--- src/rtl/ethernet_mmio_arbiter.sv ---
`timescale 1ns/1ps
// ethernet_mmio_arbiter
// ---------------------
// Shares the Ethernet controller MMIO decoder port between two requesters
// (port 0: core I/O path, port 1: debug/host bridge). One request is in
// flight at a time. When both ports ask at once, the grant goes to the port
// that did not win last time. The accepted request is issued to the decoder
// as a single-cycle read or write strobe. The decoder's registered read data
// and its decode error are captured, and the response is returned to the
// owning port over a valid/ready handshake.
//
// Ports
//   clk_i, reset_n_i          clock, synchronous active-low reset
//   req_*_i / req_ready_and_o per-port request channel (port p = slice p)
//   resp_*                    per-port response valid/ready, shared data/err
//   addr_o, read_en_o, write_en_o, op_size_o, write_data_o
//                             decoder request, zero outside the issue cycle
//   read_data_i               decoder read data, valid the cycle after read_en_o
//   io_decode_error_i         decoder error, valid with the strobe
//   busy_o                    arbiter not idle
//   err_cnt_o                 saturating count of decode errors
module ethernet_mmio_arbiter #(
    parameter int data_width_p    = 32,
    parameter int addr_width_p    = 14,
    parameter int size_width_p    = 2,
    parameter int err_cnt_width_p = 8
) (
    input  logic                       clk_i,
    input  logic                       reset_n_i,
    input  logic [1:0]                 req_v_i,
    output logic [1:0]                 req_ready_and_o,
    input  logic [1:0]                 req_we_i,
    input  logic [2*addr_width_p-1:0]  req_addr_i,
    input  logic [2*size_width_p-1:0]  req_size_i,
    input  logic [2*data_width_p-1:0]  req_data_i,
    output logic [1:0]                 resp_v_o,
    input  logic [1:0]                 resp_ready_and_i,
    output logic [data_width_p-1:0]    resp_data_o,
    output logic                       resp_err_o,
    output logic [addr_width_p-1:0]    addr_o,
    output logic                       read_en_o,
    output logic                       write_en_o,
    output logic [size_width_p-1:0]    op_size_o,
    output logic [data_width_p-1:0]    write_data_o,
    input  logic [data_width_p-1:0]    read_data_i,
    input  logic                       io_decode_error_i,
    output logic                       busy_o,
    output logic [err_cnt_width_p-1:0] err_cnt_o
);

    localparam logic [1:0] STATE_IDLE    = 2'd0;
    localparam logic [1:0] STATE_ISSUE   = 2'd1;
    localparam logic [1:0] STATE_CAPTURE = 2'd2;
    localparam logic [1:0] STATE_RESP    = 2'd3;

    logic [1:0]                 state_reg;
    logic [1:0]                 state_next;
    logic                       last_grant_reg;
    logic                       owner_reg;
    logic                       we_reg;
    logic [addr_width_p-1:0]    addr_reg;
    logic [size_width_p-1:0]    size_reg;
    logic [data_width_p-1:0]    wdata_reg;
    logic [data_width_p-1:0]    data_reg;
    logic                       err_reg;
    logic [err_cnt_width_p-1:0] err_cnt_reg;

    // Per-port views of the packed request buses
    logic                    port_we    [2];
    logic [addr_width_p-1:0] port_addr  [2];
    logic [size_width_p-1:0] port_size  [2];
    logic [data_width_p-1:0] port_data  [2];

    logic in_idle;
    logic in_issue;
    logic in_resp;
    logic grant_valid;
    logic grant_id;
    logic resp_fire;

    assign in_idle  = (state_reg == STATE_IDLE);
    assign in_issue = (state_reg == STATE_ISSUE);
    assign in_resp  = (state_reg == STATE_RESP);

    // A lone requester always wins; under contention the port that did not
    // win last time is favoured.
    assign grant_valid = |req_v_i;
    assign grant_id    = (&req_v_i) ? ~last_grant_reg : req_v_i[1];

    // Only the owner's ready can complete a response.
    assign resp_fire = in_resp && resp_ready_and_i[owner_reg];

    genvar gi;
    generate
        for (gi = 0; gi < 2; gi++) begin : g_port
            assign port_we[gi]   = req_we_i[gi];
            assign port_addr[gi] = req_addr_i[gi*addr_width_p +: addr_width_p];
            assign port_size[gi] = req_size_i[gi*size_width_p +: size_width_p];
            assign port_data[gi] = req_data_i[gi*data_width_p +: data_width_p];

            // Ready is offered only to the granted port, so a grant equals a
            // handshake while idle.
            assign req_ready_and_o[gi] = in_idle && grant_valid && (grant_id == 1'(gi));
            assign resp_v_o[gi]        = in_resp && (owner_reg == 1'(gi));
        end
    endgenerate

    always_comb begin
        state_next = state_reg;
        case (state_reg)
            STATE_IDLE:    if (grant_valid) state_next = STATE_ISSUE;
            STATE_ISSUE:   state_next = we_reg ? STATE_RESP : STATE_CAPTURE;
            STATE_CAPTURE: state_next = STATE_RESP;
            STATE_RESP:    if (resp_fire) state_next = STATE_IDLE;
            default:       state_next = STATE_IDLE;
        endcase
    end

    always_ff @(posedge clk_i) begin
        if (!reset_n_i) begin
            state_reg      <= STATE_IDLE;
            last_grant_reg <= 1'b1;
            owner_reg      <= 1'b0;
            we_reg         <= 1'b0;
            addr_reg       <= '0;
            size_reg       <= '0;
            wdata_reg      <= '0;
            data_reg       <= '0;
            err_reg        <= 1'b0;
            err_cnt_reg    <= '0;
        end else begin
            state_reg <= state_next;

            if (in_idle && grant_valid) begin
                owner_reg      <= grant_id;
                last_grant_reg <= grant_id;
                we_reg         <= port_we[grant_id];
                addr_reg       <= port_addr[grant_id];
                size_reg       <= port_size[grant_id];
                wdata_reg      <= port_data[grant_id];
            end

            if (in_issue) begin
                err_reg <= io_decode_error_i;
                // Writes never pass through CAPTURE, so clear the data here.
                if (we_reg) begin
                    data_reg <= '0;
                end
                if (io_decode_error_i && (err_cnt_reg != '1)) begin
                    err_cnt_reg <= err_cnt_reg + 1'b1;
                end
            end

            if (state_reg == STATE_CAPTURE) begin
                data_reg <= read_data_i;
            end
        end
    end

    // Decoder request lines are held at zero outside the issue cycle.
    assign addr_o       = in_issue ? addr_reg  : '0;
    assign op_size_o    = in_issue ? size_reg  : '0;
    assign write_data_o = in_issue ? wdata_reg : '0;
    assign read_en_o    = in_issue && !we_reg;
    assign write_en_o   = in_issue && we_reg;

    assign resp_data_o = (in_resp && !err_reg) ? data_reg : '0;
    assign resp_err_o  = in_resp && err_reg;
    assign busy_o      = !in_idle;
    assign err_cnt_o   = err_cnt_reg;

endmodule

--- config.mk ---
export PLATFORM = sky130hd
export DESIGN_NAME = ethernet_mmio_arbiter
export DESIGN_NICKNAME = d
export VERILOG_FILES = /design/src/rtl/ethernet_mmio_arbiter.sv
export SDC_FILE = /design/constraint.sdc
export NUM_CORES = 1
export LEC_CHECK = 0
export BUFFER_PORTS_ARGS = -buffer_cell sky130_fd_sc_hd__buf_4
export CAP_MARGIN = 0
export CORE_MARGIN = 1
export CORE_UTILIZATION = 47
export CTS_CLUSTER_SIZE = 10
export DETAILED_ROUTE_END_ITERATION = 8
export PLACE_DENSITY = 0.93
export SETUP_SLACK_MARGIN = 0.2
export SYNTH_ARGS = -nofsm -noshare
export SYNTH_HDL_FRONTEND = slang
export SYNTH_SLANG_ARGS = --single-unit
--- constraint.sdc ---
create_clock -name clk_i -period 2.7 [get_ports clk_i]
set_input_delay 0.405 -clock clk_i [delete_from_list [all_inputs] [get_ports clk_i]]
set_output_delay 0.405 -clock clk_i [all_outputs]
set_load 0.005 [all_outputs]
Word level (Yosys, flattened, before mapping)
Index checks and enable logic that the tools add are counted.

storage, ports and cells
  flip-flop bits (word level) = 94
  latch bits = 0
  bits in writable memories = 0
  bits in read-only memories = 0
  input port bits = 137
  output and inout port bits = 96
  word-level logic and storage cells = 71
  memories kept = 0

operators by class
  $add $sub $neg = 1
  multiply operators = 0
  div/mod/pow operators = 0
  magnitude comparators = 2
  equality and inequality tests = 6
  shift operators = 0
  mux-type cells = 26
  bitwise logic cells = 4
  reductions and logical operators = 22

operators by type and width
  operator                                                                       count
  32-bit 2-to-1 mux                                                              8
  14-bit 2-to-1 mux                                                              4
  2-bit 2-to-1 mux                                                               6
  1-bit logical AND                                                              11
  8-bit by 1-bit adder with 8-bit output (second input constant)                 1
  8-bit != test (second input constant)                                          1
  2-bit one-hot mux with 4 select lines                                          1
  2-bit AND reduction                                                            4
  1-bit 2-to-1 mux                                                               7
  2-bit equality test (second input constant)                                    2
  2-bit by 1-bit != test with 1-bit output (second input constant)               2
  2-bit nonzero test                                                             2
  1-bit zero test                                                                3
  1-bit inverter                                                                 3
  2-bit by 1-bit equality test with 1-bit output (second input constant)         1
  2-bit >= comparator (second input constant)                                    1
  2-bit zero test                                                                1
  1-bit by 2-bit less-than comparator with 1-bit output (second input constant)  1
  1-bit inverter with 2-bit output                                               1
  2-bit OR reduction                                                             1

Logic depth before layout (Yosys ltp)
Gate-level depths: netlist of run 1.

  depth after elaboration = 6
  mapped depth = 7
  depth with buffers taken out = 6

Worst setup path after synthesis of run 1
OpenSTA, ideal clock, no wires.

  path kind = register -> output
  start = register state_reg[0]
  end = output req_ready_and_o[0]
  arrival time = 1.227 ns
  slack = 1.068 ns
  cell stages (with the launch flop) = 6
  path buffers = 1
  cells stage by stage = dfxtp_1 inv_1 ha_1 nand2_1 a21oi_1 clkbuf_1

between the ends
  cells in the longest elaborated chain, start to end = 3

RTL lines
  element                         line  text
  start, declared                 56    logic [1:0] state_reg;
  start signal, assigned          132   state_reg <= state_next;
  2-bit zero test                 81    assign in_idle = (state_reg == STATE_IDLE);
  1-bit logical AND (2 in a row)  103   assign req_ready_and_o[gi] = in_idle && grant_valid && (grant_id == 1'(gi));
  end, declared                   31    output logic [1:0] req_ready_and_o,

Every way passes these cells.

Worst setup path after layout of run 1
Same ends and word-level chain as after synthesis.

==> results.cfg, run 1 <==
[critical_path]
crit_path_end_kind = output pin
start_kind = flop
crit_fanout = 18
arrival_ns = 1.96
crit_required_ns = 2.30
path_class = flop to output pin

[grt]
grt_pass1_wl_um = 19710
grt_usage_pct = 28.24
grt_max_degree = 47
antenna_found_initial = 0
grt-ovfl-total = 0
grt_pass1_vias = 4110

[logic_synthesis]
netlist.area_leader.share_pct = 46.66
synth_seq_cells = 94
synth.avg_cell_area_um2 = 9.082
synth_flop_cell = dfxtp_1
synth_area_leaders = dfxtp_1, and2_1, a222oi_1, nor2_1, a22oi_1
synth_area_um2 = 4033
synth_most_common_cell = dfxtp_1
yosysTopAreaCell = dfxtp_1
ys_async_sr_fraction_pct = 0
ys_seq_area_share_pct = 46.66
synth_cell_types = 35
ys.warnings.count = 0
synth_commonest_cells = dfxtp_1, nor2_1, and2_1
synth-edff-count = 0
postSynthCellCount = 444
synth_nets = 586

[detailed_routing]
wire_per_inst_um = 17.37
ant_nets = 0
dr_total_vias = 4488
wirelength_um = 13430
drt_iter0_markers = 396
viasPerCell = 5.806
route.detailed.drc = 0
first_pass_iters = 7

[cts]
clock-sinks = 94
tritoncts = built
hold_buffers = 0
cts_root_buf = clkbuf_8
clock_path_buffers = 2
worstSkewPairLatency_ns = 0.36
clkTransAtPathRegs_ns = 0.09
cts_htree_levels = 3
numCtsBuffers = 9

[die]
num_rows = 33
io_pins = 233
start_util_pct = 48.83
chipWidth_um = 94.63
dieArea_um2 = 8955
core_um2 = 8258
die_y_um = 94.63

[layout]
fin_nets = 805
utilization_pct = 74.85
multi_input_area_um2 = 2009
diodes = 0
finalInstanceArea_um2 = 6181
area_growth_syn_to_layout_pct = 53.27
seq_area_um2 = 1882
fill_cells = 602
drive_gt1_share_pct = 41.17

[pwr]
p_per_area_nw_per_um2 = 795.8
p_seq_share_pct = 37.7
p_switching_w = 0.001725
power.internal_w = 0.003194
clkPwrFrac_pct = 23.1
swShare_pct = 35.07
peakVddDrop_mv = 0.3774
power_leakage_nw = 2.863
comb_power_share_pct = 39.2

[placed_design]
place_area_um2 = 5887
portBuffers = 232
gp_congestion = 0.8751
dp_hpwl_um = 9505

[sta]
setup_violations = 0
fin_crit_sh_pct = 87.73
min_period_ns = 2.369
fin_skew_ns = 0.01525
setup_tns_ns = 0
slew_headroom_pct = 14.37
rsz0062_at_grt = no
timing_max_transition_violations_final = 0
fmax_mhz = 422.2
worst_slew_pin_slew_ns = 1.284
finalHoldViolations = 0

[run]
cap_violations = 0

[outcome]
status = finished, final reports clean

[worst_hold_path]
holdCritPathClass = input pin to flop
## repair_timing
item,in CTS,in global routing
endpoints found under the setup margin,0,36
resized for setup,0,1
buffers inserted,0,6
## power by group through the flow
stage               registers (W)  logic [W]  clock network, W
floorplan                 0.00182    0.00114                 0
global placement          0.00185    0.00178                 0
detailed placement        0.00187    0.00186                 0
CTS                       0.00185    0.00186           0.00115
global route              0.00189    0.00209           0.00121
finish                    0.00185    0.00193           0.00114
## worst max-delay path: stages, from the launching register on
cell and delay, ns:
dfxtp_1 0.34, inv_1 0.14, ha_1 0.35, nand2_1 0.14, a21oi_4 0.44, buf_4 0.20
## layout by cell type, fill, tap and decap left out, drive strengths merged
cell type,netlist,routed
buf,5,248
dfxtp,94,94
nor2,88,88
and2,84,84
a222oi,49,49
a22oi,33,33
clkbuf,35,9
inv,6,7
a21oi,7,7
ha,5,5
o21ai,5,5
nand3,4,4
nand2,4,4
nor2b,3,3
mux2i,3,3
bufinv,0,3
clkinv,0,3
o21a,2,2
xor2,2,2
a2111oi,2,2
or3,2,2
nand4,1,1
xnor2,1,1
o21bai,1,1
and3,1,1
nor3,1,1
o2111ai,1,1
a211oi,1,1
a211o,1,1
nand2b,1,1
o31ai,1,1
or4,1,1
## per-layer routing
| metal | part of all wire, % | vias to the layer above | global-route usage (%) | wire length [µm] |
|---|---|---|---|---|
| met4 | 2.8 | 0 | 13.64 | 377 |
| met3 | 6.6 | 30 | 5.233 | 887 |
| li1 | - | 2052 | - | - |
| met5 | 0 | - | 0 | 0 |
| met2 | 53 | 206 | 50.78 | 7081 |
| met1 | 38 | 2200 | 31.87 | 5079 |
## cells by family (layout without fill, tap and decap cells)
| kind of cell | after synthesis | after routing | share of synthesized area (%) |
|---|---|---|---|
| AO/OA/AOI/OAI | 103 | 103 | 22.03 |
| XOR/XNOR | 3 | 3 | 0.6517 |
| adder cells (fa/ha/maj) | 5 | 5 | 1.551 |
| buffers and inverters | 46 | 270 | 4.437 |
| flip-flops | 94 | 94 | 46.66 |
| multiplexers | 3 | 3 | 0.7447 |
| AND/OR/NAND/NOR | 190 | 190 | 23.92 |
## per-stage QoR
stage	power, W	setup WS [ns]	hold WS (ns)	std cells
2_1_floorplan	0.002959	1.068	0.4571	444
3_3_place_gp	0.003632	0.6812	0.4700	751
3_5_place_dp	0.003730	0.5344	0.4780	751
4_1_cts	0.004863	0.2450	0.2768	767
5_1_grt	0.005187	0.2011	0.2732	773
6_report	0.004919	0.3313	0.2894	773
## final timing paths
check	endpoint	cells past startpoint	slack [ns]	start
max	req_ready_and_o[0]	5	0.33	state_reg[0]$_SDFFE_PN0P_
min	err_cnt_o[3]$_SDFFE_PN0P_	2	0.29	reset_n_i
max reg2reg	data_reg[20]$_SDFFE_PN0P_	5	0.45	state_reg[1]$_SDFFE_PN0P_
min reg2reg	data_reg[28]$_SDFFE_PN0P_	2	0.50	data_reg[28]$_SDFFE_PN0P_
## final cells by class
type / instances / area share (%)
clock buffer: 9 / 2.004
clock inverter: 7 / 1.964
inverter: 6 / 0.3644
multi-input combinational: 304 / 32.51
sequential: 94 / 30.45
tap: 105 / 2.126
timing repair buffer: 248 / 30.59
Note: power is estimated with default switching activity, not from simulation.
==> inputs of run 2 (changes only) <==
--- a/config.mk
+++ b/config.mk
@@ -7,12 +7,16 @@
 export LEC_CHECK = 0
 export BUFFER_PORTS_ARGS = -buffer_cell sky130_fd_sc_hd__buf_4
 export CAP_MARGIN = 0
+export CELL_PAD_IN_SITES_DETAIL_PLACEMENT = 0
+export CELL_PAD_IN_SITES_GLOBAL_PLACEMENT = 1
 export CORE_MARGIN = 1
-export CORE_UTILIZATION = 47
+export CORE_UTILIZATION = 33
 export CTS_CLUSTER_SIZE = 10
 export DETAILED_ROUTE_END_ITERATION = 8
+export GPL_TIMING_DRIVEN = 0
 export PLACE_DENSITY = 0.93
 export SETUP_SLACK_MARGIN = 0.2
+export SKIP_LAST_GASP = 1
 export SYNTH_ARGS = -nofsm -noshare
 export SYNTH_HDL_FRONTEND = slang
 export SYNTH_SLANG_ARGS = --single-unit
==> run 2 against run 1 <==
Utilization fell by 22 points; via count down 2.2%; hold slack better by 0.030 ns; final area up 1.9%; flip-flop and latch count did not move.
==> results.cfg, run 2 (synthesis results as in run 1) <==
[outcome]
status = finished, final reports clean

[die]
die_y_um = 112.5
dieArea_um2 = 12670
start_util_pct = 33.71
chipWidth_um = 112.5
io_pins = 233
core_um2 = 11960
num_rows = 40

[layout]
area_growth_syn_to_layout_pct = 56.16
stdcell_count = 838
drive_gt1_share_pct = 38.35
mostFrequentLayoutCell = buf_4
final_cell_mix = buf_4, dfxtp_1, nor2_1
diodes = 0
fin_nets = 829

[pwr]
power_leakage_nw = 2.877
peakVddDrop_mv = 0.3846
p_per_area_nw_per_um2 = 810.0

[placed_design]
portBuffers = 232
gp_congestion = 0.8197
dp_hpwl_um = 10340
placed_cells = 823

[critical_path]
ff2ff_path_depth = 7
start_kind = flop
path_class = flop to output pin
crit_fanout = 10
crit_path_end_kind = output pin
arrival_ns = 1.92
crit_required_ns = 2.30

[grt]
grt_pass1_wl_um = 21510
antenna_found_initial = 0
grt_max_degree = 17
grt-ovfl-total = 0
grt_pass1_vias = 4449
grt_usage_pct = 21.44

[sta]
fin_skew_ns = 0.01304
slew_headroom_pct = 56.63
fin_crit_sh_pct = 86.08
min_period_ns = 2.324
setup_violations = 0
worst_slew_pin_slew_ns = 0.6462
finalHoldViolations = 0
setup_tns_ns = 0
rsz0062_at_grt = no
timing_max_transition_violations_final = 0
fmax_mhz = 430.3

[cts]
tritoncts = built
post-cts-setup-buffer-count = 0
worstSkewPairLatency_ns = 0.33
clkTransAtPathRegs_ns = 0.07
cts_htree_levels = 3
clock-sinks = 94
numCtsBuffers = 9
clock_path_buffers = 2
cts_root_buf = clkbuf_16

[detailed_routing]
first_pass_iters = 7
wirelength_um = 13600
route.detailed.drc = 0
wire_per_inst_um = 16.23
dr_total_vias = 4391
ant_nets = 0
viasPerCell = 5.240
drt_iter0_markers = 368

[worst_hold_path]
hold_depth = 3
holdCritPathClass = input pin to flop

[run]
cap_violations = 0
## run 2: changes by cell type in the layout (fill, tap and decap cells not counted), sizes merged
cell	change
buf	-11
inv	+1
clkinvlp	+2
bufinv	-1
clkbuf	+35
clkinv	-3
## run 2: worst paths after layout
kind,startpoint,endpoint,slack [ns]
worst max register to register,state_reg[0]$_SDFFE_PN0P_,wdata_reg[5]$_SDFFE_PN0P_,0.77
worst min-delay path,read_data_i[20],data_reg[20]$_SDFFE_PN0P_,0.32
worst max-delay path,state_reg[0]$_SDFFE_PN0P_,req_ready_and_o[1],0.38
worst min register to register,data_reg[23]$_SDFFE_PN0P_,data_reg[23]$_SDFFE_PN0P_,0.49
## run 2: through the flow
step	hold slack, ns	utilization [%]	total power (W)	area, µm²	worst slack (ns)
floorplan	0.4571	-	0.002959	4033	1.068
global placement	0.4713	49.81	0.003671	5958	0.3799
detailed placement	0.4760	49.81	0.003755	5958	0.3127
CTS	0.3117	52.54	0.005138	6285	0.2245
global route	0.3123	52.65	0.005455	6297	0.2296
finish	0.3190	52.65	0.005101	6297	0.3759
## run 2: cell type report
| type | instances | area (µm²) |
|---|---|---|
| clock inverters | 6 | 92.59 |
| plain buffers | 40 | 162.7 |
| multi-input cells | 304 | 1987 |
| flip-flops and latches | 94 | 1882 |
| clock buffers | 9 | 225.2 |
| repair buffers | 232 | 1742 |
| well taps | 147 | 183.9 |
| inverters | 6 | 22.52 |
| fillers | 1136 | 5664 |
## run 2: where the power goes
group / internal [W] / total, W / leakage [nW] / switching [W]
Combinational: 0.000847 / 0.00190 / 1.96 / 0.00105
Sequential: 0.00168 / 0.00185 / 0.767 / 0.000165
Clock: 0.000813 / 0.00136 / 0.149 / 0.000545
Total: 0.00334 / 0.00510 / 2.88 / 0.00176
## run 2: critical path, stage by stage (launching register included)
cell	delay, ns
dfxtp_1	0.33
inv_1	0.12
ha_1	0.29
nand2_1	0.12
a21oi_4	0.28
buf_2	0.29
buf_4	0.15
## run 2: what timing repair did
action,4_1_cts,5_1_grt
gates resized for setup,3,9
hold buffers,0,0
setup endpoints to repair,2,32
pin swaps,0,0
## run 2: routing by layer
layer  share of wire (%)  up-vias  GRT usage, %
met1                  42     2093         26.04
met2                  50      181         37.33
met3                 6.1       24         4.860
met5                   0        -             0
li1                    -     2093             -
met4                 2.2        0         7.111
